$ cat src/rtl/nrzi_rx.sv
// nrzi_rx -- NRZI line receiver.
//
// Decodes an NRZI line (a 0 bit inverts the level, a 1 bit holds it), hunts
// for the sync byte, strips stuffed zeros and hands completed bytes
// (LSB-first on the line) to a valid/ready output register.
//
// Ports
//   CLK    clock, rising edge
//   RST_N  asynchronous active-low reset
//   EN     bit strobe; D is consumed only when EN=1
//   D      NRZI line level
//   Q      received byte (holds while QV=0)
//   QV     Q valid
//   QR     consumer ready; transfer on QV&QR
//   SOP    one-cycle pulse after the final sync bit
//   EOP    one-cycle pulse after the frame terminator
//   ERR    one-cycle pulse on a partial-byte EOP or an output overrun
module nrzi_rx #(
  parameter logic [7:0]  SYNC_PAT  = 8'h80,
  parameter int unsigned STUFF_LEN = 6
) (
  input  logic       CLK,
  input  logic       RST_N,
  input  logic       EN,
  input  logic       D,
  output logic [7:0] Q,
  output logic       QV,
  input  logic       QR,
  output logic       SOP,
  output logic       EOP,
  output logic       ERR
);

  localparam int OW = $clog2(STUFF_LEN + 1);

  localparam logic [0:0] S_HUNT = 1'b0;
  localparam logic [0:0] S_DATA = 1'b1;

  logic [0:0]    state;
  logic          prev;
  logic [7:0]    hist;
  logic [7:0]    sr;
  logic [2:0]    bit_cnt;
  logic [OW-1:0] ones;

  logic       b;
  logic [7:0] hist_nxt;
  logic [7:0] byte_nxt;
  logic       in_data;
  logic       at_lim;
  logic       shift_en;
  logic       byte_done;
  logic       xfer;

  // Same level as the previous strobe decodes as 1.
  assign b         = (D == prev);
  // Both shifters take the new bit at the top so the oldest bit ends in bit 0,
  // which makes the history directly comparable to the LSB-first sync byte.
  assign hist_nxt  = {b, hist[7:1]};
  assign byte_nxt  = {b, sr[7:1]};
  assign in_data   = (state == S_DATA);
  assign at_lim    = (ones == OW'(STUFF_LEN));
  assign shift_en  = EN && in_data && !at_lim;
  assign byte_done = shift_en && (bit_cnt == 3'd7);
  assign xfer      = QV && QR;

  // Line decode, framing and byte assembly.
  always_ff @(posedge CLK or negedge RST_N) begin
    if (!RST_N) begin
      state   <= S_HUNT;
      prev    <= 1'b1;
      hist    <= 8'h00;
      sr      <= 8'h00;
      bit_cnt <= 3'd0;
      ones    <= '0;
      SOP     <= 1'b0;
      EOP     <= 1'b0;
    end else begin
      SOP <= 1'b0;
      EOP <= 1'b0;
      if (EN) begin
        prev <= D;
        case (state)
          S_HUNT: begin
            hist <= hist_nxt;
            if (hist_nxt == SYNC_PAT) begin
              SOP     <= 1'b1;
              state   <= S_DATA;
              bit_cnt <= 3'd0;
              // The closing 1 of the sync byte already counts toward stuffing.
              ones    <= OW'(1);
            end
          end
          default: begin
            if (at_lim) begin
              if (b) begin
                // A 1 where a stuffed 0 was due terminates the frame.
                EOP   <= 1'b1;
                state <= S_HUNT;
                hist  <= 8'h00;
              end else begin
                ones <= '0;
              end
            end else begin
              sr      <= byte_nxt;
              ones    <= b ? OW'(ones + OW'(1)) : '0;
              bit_cnt <= bit_cnt + 3'd1;
            end
          end
        endcase
      end
    end
  end

  // Output register and error pulse.
  always_ff @(posedge CLK or negedge RST_N) begin
    if (!RST_N) begin
      Q   <= 8'h00;
      QV  <= 1'b0;
      ERR <= 1'b0;
    end else begin
      ERR <= 1'b0;
      if (EN && in_data && at_lim && b && (bit_cnt != 3'd0))
        ERR <= 1'b1;
      if (byte_done) begin
        // A transfer in the same cycle frees the slot for the new byte.
        if (!QV || QR) begin
          Q  <= byte_nxt;
          QV <= 1'b1;
        end else begin
          ERR <= 1'b1;
        end
      end else if (xfer) begin
        QV <= 1'b0;
      end
    end
  end

endmodule
$ cat config.mk
export PLATFORM = sky130hd
export DESIGN_NAME = nrzi_rx
export DESIGN_NICKNAME = d
export VERILOG_FILES = /design/src/rtl/nrzi_rx.sv
export SDC_FILE = /design/constraint.sdc
export NUM_CORES = 1
export LEC_CHECK = 0
export ABC_AREA = 0
export CAP_MARGIN = 20
export CORE_UTILIZATION = 40
export CTS_BUF_LIST = sky130_fd_sc_hd__clkbuf_8
export DETAILED_ROUTE_END_ITERATION = 16
export PLACE_DENSITY = 0.67
export SLEW_MARGIN = 20
export SYNTH_ARGS = -nofsm -noshare
export SYNTH_HDL_FRONTEND = slang
export SYNTH_SLANG_ARGS = --single-unit
$ cat constraint.sdc
create_clock -name CLK -period 3.89 [get_ports CLK]
set_input_delay 0.5835 -clock CLK [delete_from_list [all_inputs] [get_ports CLK]]
set_output_delay 0.5835 -clock CLK [all_outputs]
set_load 0.05 [all_outputs]
=== Yosys cells after proc, flatten, opt, wreduce, memory -nomap -nowiden ===
Cells that the tools add are included.

* Bits of input ports: 5
* Logic and storage cells: 69
* Output and inout port bits: 12
* Bits in registers: 36

* Bitwise operators: 1
* Equal/unequal tests: 9
* Multiplexer cells: 27
* $add $sub $neg: 2
* Reductions and logical operators: 19

{| class="wikitable"
|+ Operators by type and width
! kind !! count
|-
| 2-to-1 mux 3 bit || 8
|-
| 2-to-1 mux 8 bit || 3
|-
| 2-to-1 mux 1 bit || 16
|-
| AND reduction 3 bit || 4
|-
| == test 8 bit (second input constant) || 1
|-
| logical AND 1 bit || 7
|-
| adder 3 x 1 -> 3 bit (second input constant) || 2
|-
| == test 3 bit (second input constant) || 2
|-
| inequality test 2 x 1 -> 1 bit (second input constant) || 2
|-
| inequality test 2 bit (second input constant) || 2
|-
| AND reduction 2 bit || 2
|-
| nonzero test 2 bit || 2
|-
| inequality test 3 bit (second input constant) || 1
|-
| nonzero test 3 bit || 1
|-
| logical NOT 1 bit || 2
|-
| == test 1 bit || 1
|-
| logical OR 1 bit || 1
|-
| NOT 1 bit || 1
|}

=== Depth between registers and ports, before layout ===
* Depth after elaboration: 7
* Depth in mapped cells: 7
* Depth with buffers taken out: 6

=== Worst setup path before layout ===
No wires, ideal clock.

* Kind: reg-to-reg
* Start point: register hist[4]
* End point: register ones[1]
* Slack: 2,156 ps
* Clock period less this slack: 1,734 ps
* Data arrival time: 1,609 ps
* Data required time: 3,765 ps
* Cell stages (with the launch flop): 5
* Cell sequence: dfrtp_1 -> or4_4 -> nor4_4 -> a31oi_4 -> mux2_4

* Word-level cells in the longest chain between the ends: 3

{| class="wikitable"
|+ RTL lines
! element !! line !! RTL
|-
| from (decl) || 41 || <nowiki>logic [7:0] hist;</nowiki>
|-
| from (signal assigned) || 85 || <nowiki>hist <= hist_nxt;</nowiki>
|-
| == test 8 bit || 86 || <nowiki>if (hist_nxt == SYNC_PAT) begin</nowiki>
|-
| nonzero test 2 bit (no source line) || -- ||
|-
| AND reduction 3 bit (no source line) || -- ||
|-
| to (signal assigned) || 106 || <nowiki>ones <= b ? OW'(ones + OW'(1)) : '0;</nowiki>
|-
| to (decl) || 44 || <nowiki>logic [OW-1:0] ones;</nowiki>
|}

No other way between the ends.
A chain may end at the register's enable or synchronous reset.

=== Worst setup path after layout ===
* Start point: input port EN
* End point: register Q[3]

* Word-level cells in the longest chain between the ends: 4

{| class="wikitable"
|+ RTL lines
! element !! line !! RTL
|-
| from (decl) || 24 || <nowiki>input logic EN,</nowiki>
|-
| logical AND 1 bit (2 in series) || 63 || <nowiki>assign shift_en = EN && in_data && !at_lim;</nowiki>
|-
| logical AND 1 bit || 64 || <nowiki>assign byte_done = shift_en && (bit_cnt == 3'd7);</nowiki>
|-
| AND reduction 2 bit (no source line) || -- ||
|-
| to (signal assigned) || 128 || <nowiki>Q <= byte_nxt;</nowiki>
|-
| to (decl) || 26 || <nowiki>output logic [7:0] Q,</nowiki>
|}

No other way between the ends.

==> impl_metrics.prom <==
# TYPE chip_impl_metric gauge
chip_impl_metric{name="cts_num_sinks",unit=""} 34
chip_impl_info{name="worst_setup_path_start_kind",value="primary input"} 1
chip_impl_metric{name="power_per_cell_area",unit="nW/um2"} 672
chip_impl_metric{name="report.final.hold_viol_count",unit=""} 0
chip_impl_metric{name="post-route-drc-count",unit=""} 0
chip_impl_metric{name="final_antenna_net_count",unit=""} 0
chip_impl_metric{name="areaGrowthSynthToFinish",unit="%"} 20.6
chip_impl_metric{name="drv_slew",unit=""} 0
chip_impl_metric{name="cap_viol_max_count",unit=""} 0
chip_impl_metric{name="grt_start_max_net_pins",unit=""} 35
chip_impl_metric{name="final_net_count",unit=""} 154
chip_impl_metric{name="fin_util",unit="%"} 51.9
chip_impl_metric{name="wl",unit="um"} 2440
chip_impl_metric{name="final_min_period_over_clock_period",unit="%"} 60.6
chip_impl_info{name="rsz0062_at_grt",value="no"} 1
chip_impl_metric{name="seq_area_frac_synth",unit="%"} 58.0
chip_impl_metric{name="avgViaCountPerCell",unit=""} 4.96
chip_impl_metric{name="port_buffers",unit=""} 16
chip_impl_metric{name="finalSetupViolations",unit=""} 0
chip_impl_metric{name="drt_iter0_drc",unit=""} 7
chip_impl_info{name="hold_class",value="reg -> reg"} 1
chip_impl_metric{name="clk_latency",unit="ns"} 0.29
chip_impl_metric{name="leakagePower",unit="nW"} 0.849
chip_impl_metric{name="post-cts-setup-buffers",unit=""} 0
chip_impl_metric{name="tightest_slew",unit="ns"} 0.497
chip_impl_info{name="run_status",value="finished, final reports clean"} 1
chip_impl_info{name="path_cells",value="clkdlybuf4s50_1 > and3_1 > nand3_1 > mux2_2"} 1
chip_impl_metric{name="worst-path-buf-inv",unit=""} 1
chip_impl_metric{name="detailroute.via_count",unit=""} 947
chip_impl_metric{name="grt_antenna_before_repair",unit=""} 0
chip_impl_metric{name="wire_per_inst",unit="um"} 12.8
chip_impl_metric{name="dieArea",unit="um2"} 3920
chip_impl_metric{name="fp-row-count",unit=""} 21
chip_impl_metric{name="depth_of_the_cts_h_tree",unit=""} 2
chip_impl_metric{name="fp.dieH",unit="um"} 62.6
chip_impl_metric{name="cp_max_fo",unit=""} 12
chip_impl_metric{name="mappedNetlistArea",unit="um2"} 1470
chip_impl_metric{name="grt-ovfl-total",unit=""} 0
chip_impl_info{name="crit_family",value="simple AND/OR/NAND/NOR gates"} 1
chip_impl_metric{name="flop_to_flop_setup_slack",unit="ns"} 1.75
chip_impl_metric{name="io-pin-count",unit=""} 17
chip_impl_metric{name="max_freq",unit="GHz"} 0.424
chip_impl_metric{name="grt_util_all_layers",unit="%"} 14.9
chip_impl_metric{name="synth.distinct_cells",unit=""} 30
chip_impl_info{name="critPathKind",value="in -> reg"} 1
chip_impl_metric{name="grt_pass1_wl",unit="um"} 4390
chip_impl_metric{name="antenna_cells_inserted",unit=""} 0
chip_impl_metric{name="cts-root-to-sink-buffers",unit=""} 2
chip_impl_metric{name="postSynthCellCount",unit=""} 124
chip_impl_metric{name="die_width",unit="um"} 62.6
chip_impl_metric{name="cts_hold_buffers",unit=""} 0
chip_impl_metric{name="clock_buffers_created_by_tritoncts",unit=""} 5
chip_impl_metric{name="detailed_placer_s_ending_hpwl",unit="um"} 1720
chip_impl_metric{name="setup_tns",unit="ns"} 0
chip_impl_metric{name="postSynthRegisterBits",unit=""} 34
chip_impl_metric{name="largest_stage_delay_worst_path",unit="ns"} 0.67
chip_impl_metric{name="peak_ir_drop_on_the_vdd_network",unit="mV"} 0.297
chip_impl_metric{name="timing.critical_path.required",unit="ns"} 4.06
chip_impl_metric{name="syn_area_per_cell",unit="um2"} 11.9
chip_impl_info{name="worstSetupEndpointType",value="flip-flop"} 1
chip_impl_metric{name="total_power",unit="mW"} 1.19
chip_impl_info{name="cts_root_buf",value="sky130_fd_sc_hd__clkbuf_8"} 1
chip_impl_metric{name="cp_data_arrival_time",unit="ns"} 2.53
chip_impl_metric{name="yosysWarnings",unit=""} 0
chip_impl_metric{name="first_global_vias",unit=""} 998
chip_impl_info{name="cts_tree",value="built"} 1
chip_impl_metric{name="synth.net_count",unit=""} 134
chip_impl_metric{name="floorplan.initialDensity",unit="%"} 43.0
chip_impl_metric{name="design.core.area",unit="um2"} 3420
chip_impl_metric{name="layout_min_cycle_time",unit="ns"} 2.36
chip_impl_metric{name="post_cts_resized",unit=""} 0
chip_impl_metric{name="layout-drive-gt1-share",unit="%"} 16.6
chip_impl_metric{name="worst_clock_skew",unit="ns"} 0.00777
chip_impl_metric{name="max_slew_margin",unit="%"} 66.7
chip_impl_metric{name="reg_clk_slew_reported_paths",unit="ns"} 0.07
chip_impl_info{name="critPathSlowestCell",value="sky130_fd_sc_hd__clkdlybuf4s50_1"} 1
chip_impl_metric{name="firstDrtPassIters",unit=""} 4
chip_impl_metric{name="place.gp.congestion",unit=""} 0.712
-- layout by cell type, fill, tap and decap left out, types with 4 or more instances in the layout --
master                            count
sky130_fd_sc_hd__ha_1                 5
sky130_fd_sc_hd__dfrtp_1             33
sky130_fd_sc_hd__clkbuf_8             6
sky130_fd_sc_hd__inv_1                4
sky130_fd_sc_hd__o21ai_0              5
sky130_fd_sc_hd__nand2_1             29
sky130_fd_sc_hd__a22o_1               7
sky130_fd_sc_hd__clkdlybuf4s50_1     16
sky130_fd_sc_hd__mux2_2               9
-- area by class of cell --
class | count | area [um2]
clock buffers | 6 | 82.6
clock inverters | 2 | 12.5
fillers | 326 | 1640
inverters | 4 | 15.0
multi-input cells | 82 | 586
flip-flops and latches | 34 | 852
well taps | 46 | 57.6
repair buffers | 17 | 168
-- synth_stat cells --
| cell type | count | share of area, % |
|---|---|---|
| sky130_fd_sc_hd__nand2_1 | 29 | 7.4 |
| sky130_fd_sc_hd__dfstp_2 | 1 | 1.8 |
| sky130_fd_sc_hd__xnor2_1 | 1 | 0.60 |
| sky130_fd_sc_hd__mux2_4 | 2 | 2.0 |
| sky130_fd_sc_hd__or4_4 | 1 | 0.77 |
| sky130_fd_sc_hd__inv_1 | 4 | 1.0 |
| sky130_fd_sc_hd__o2bb2ai_1 | 1 | 0.60 |
| sky130_fd_sc_hd__a31oi_1 | 1 | 0.43 |
| sky130_fd_sc_hd__buf_2 | 1 | 0.34 |
| sky130_fd_sc_hd__and2_1 | 1 | 0.43 |
| sky130_fd_sc_hd__clkbuf_2 | 1 | 0.34 |
| sky130_fd_sc_hd__nand2b_1 | 3 | 1.3 |
| sky130_fd_sc_hd__mux2i_1 | 2 | 1.4 |
| sky130_fd_sc_hd__nor3_1 | 1 | 0.34 |
| sky130_fd_sc_hd__o31ai_1 | 1 | 0.51 |
| sky130_fd_sc_hd__nor2_1 | 3 | 0.77 |
| sky130_fd_sc_hd__a31oi_4 | 1 | 1.4 |
| sky130_fd_sc_hd__clkbuf_1 | 2 | 0.51 |
| sky130_fd_sc_hd__nand3_1 | 2 | 0.68 |
| sky130_fd_sc_hd__a22o_1 | 7 | 4.2 |
| sky130_fd_sc_hd__and3_1 | 1 | 0.43 |
| sky130_fd_sc_hd__ha_1 | 5 | 4.3 |
| sky130_fd_sc_hd__nor4_1 | 1 | 0.43 |
| sky130_fd_sc_hd__xor2_1 | 1 | 0.60 |
| sky130_fd_sc_hd__mux2_2 | 9 | 6.9 |
| sky130_fd_sc_hd__or3_1 | 2 | 0.85 |
| sky130_fd_sc_hd__dfrtp_1 | 33 | 56 |
| sky130_fd_sc_hd__nor2b_1 | 1 | 0.43 |
| sky130_fd_sc_hd__nor4_4 | 1 | 1.4 |
| sky130_fd_sc_hd__o21ai_0 | 5 | 1.7 |
-- sequential cells by signal (all words and copies together), names as in the netlist --
signal,flops
ERR,1
ones,3
in_data,1
SOP,1
sr,7
hist,7
bit_cnt,3
EOP,1
QV,1
prev,1
Q,8
-- cell families (layout without fill, tap and decap cells) --
logic type                 Yosys count  in the layout  share of synthesized area (%)
buffers and inverters                8             29                           2.21
and+or+nand+nor                     46             46                           15.2
AOI/OAI and AO/OA                   16             16                           8.85
adders and majority gates            5              5                           4.26
xor gates and xnor gates             2              2                           1.19
DFF                                 34             34                           58.0
muxes                               13             13                           10.3
-- worst register-to-register path, cell delays in order, from the launching register on --
cell and delay [ns]:
sky130_fd_sc_hd__dfrtp_1 0.36, sky130_fd_sc_hd__inv_1 0.08, sky130_fd_sc_hd__ha_1 0.23, sky130_fd_sc_hd__nand2_1 0.13, sky130_fd_sc_hd__and3_1 0.42, sky130_fd_sc_hd__nand3_1 0.41
sky130_fd_sc_hd__mux2_2 0.40
-- metrics by stage --
stage / instance area [um2] / worst slack, ns / instances / hold WS (ns)
global placement: 1680 / 1.31 / 183 / 0.457
detailed placement: 1680 / 1.24 / 183 / 0.485
floorplan: 1470 / 2.16 / 124 / 0.288
CTS: 1770 / 1.55 / 191 / 0.501
global route: 1770 / 1.35 / 191 / 0.529
finish: 1770 / 1.53 / 191 / 0.500
-- per-layer routing --
metal  GRT usage (%)  vias up  share of wire, %
li1                -      465                 -
met1            16.1      458                44
met2            25.4       18                49
met3            5.47        6               4.2
met4            7.85        0               2.3
met5               0        -                 0
-- path summary, 6_finish.rpt --
path | start | endpoint | depth (start not counted)
worst max-delay path | EN | Q[3] | 4
worst min-delay path | sr[1] | sr[1] | 2
worst max register to register | ones[0] | Q[3] | 6
worst min register to register | sr[1] | sr[1] | 2
max in group asynchronous | RST_N | prev | 2
min in group asynchronous | RST_N | ones[2] | 2
-- power breakdown --
group,internal [mW],total (mW),switching [mW]
Sequential,0.465,0.548,0.0832
Combinational,0.160,0.375,0.214
Clock,0.142,0.268,0.126
Total,0.767,1.19,0.424
Power figures use the tool's default switching activity.
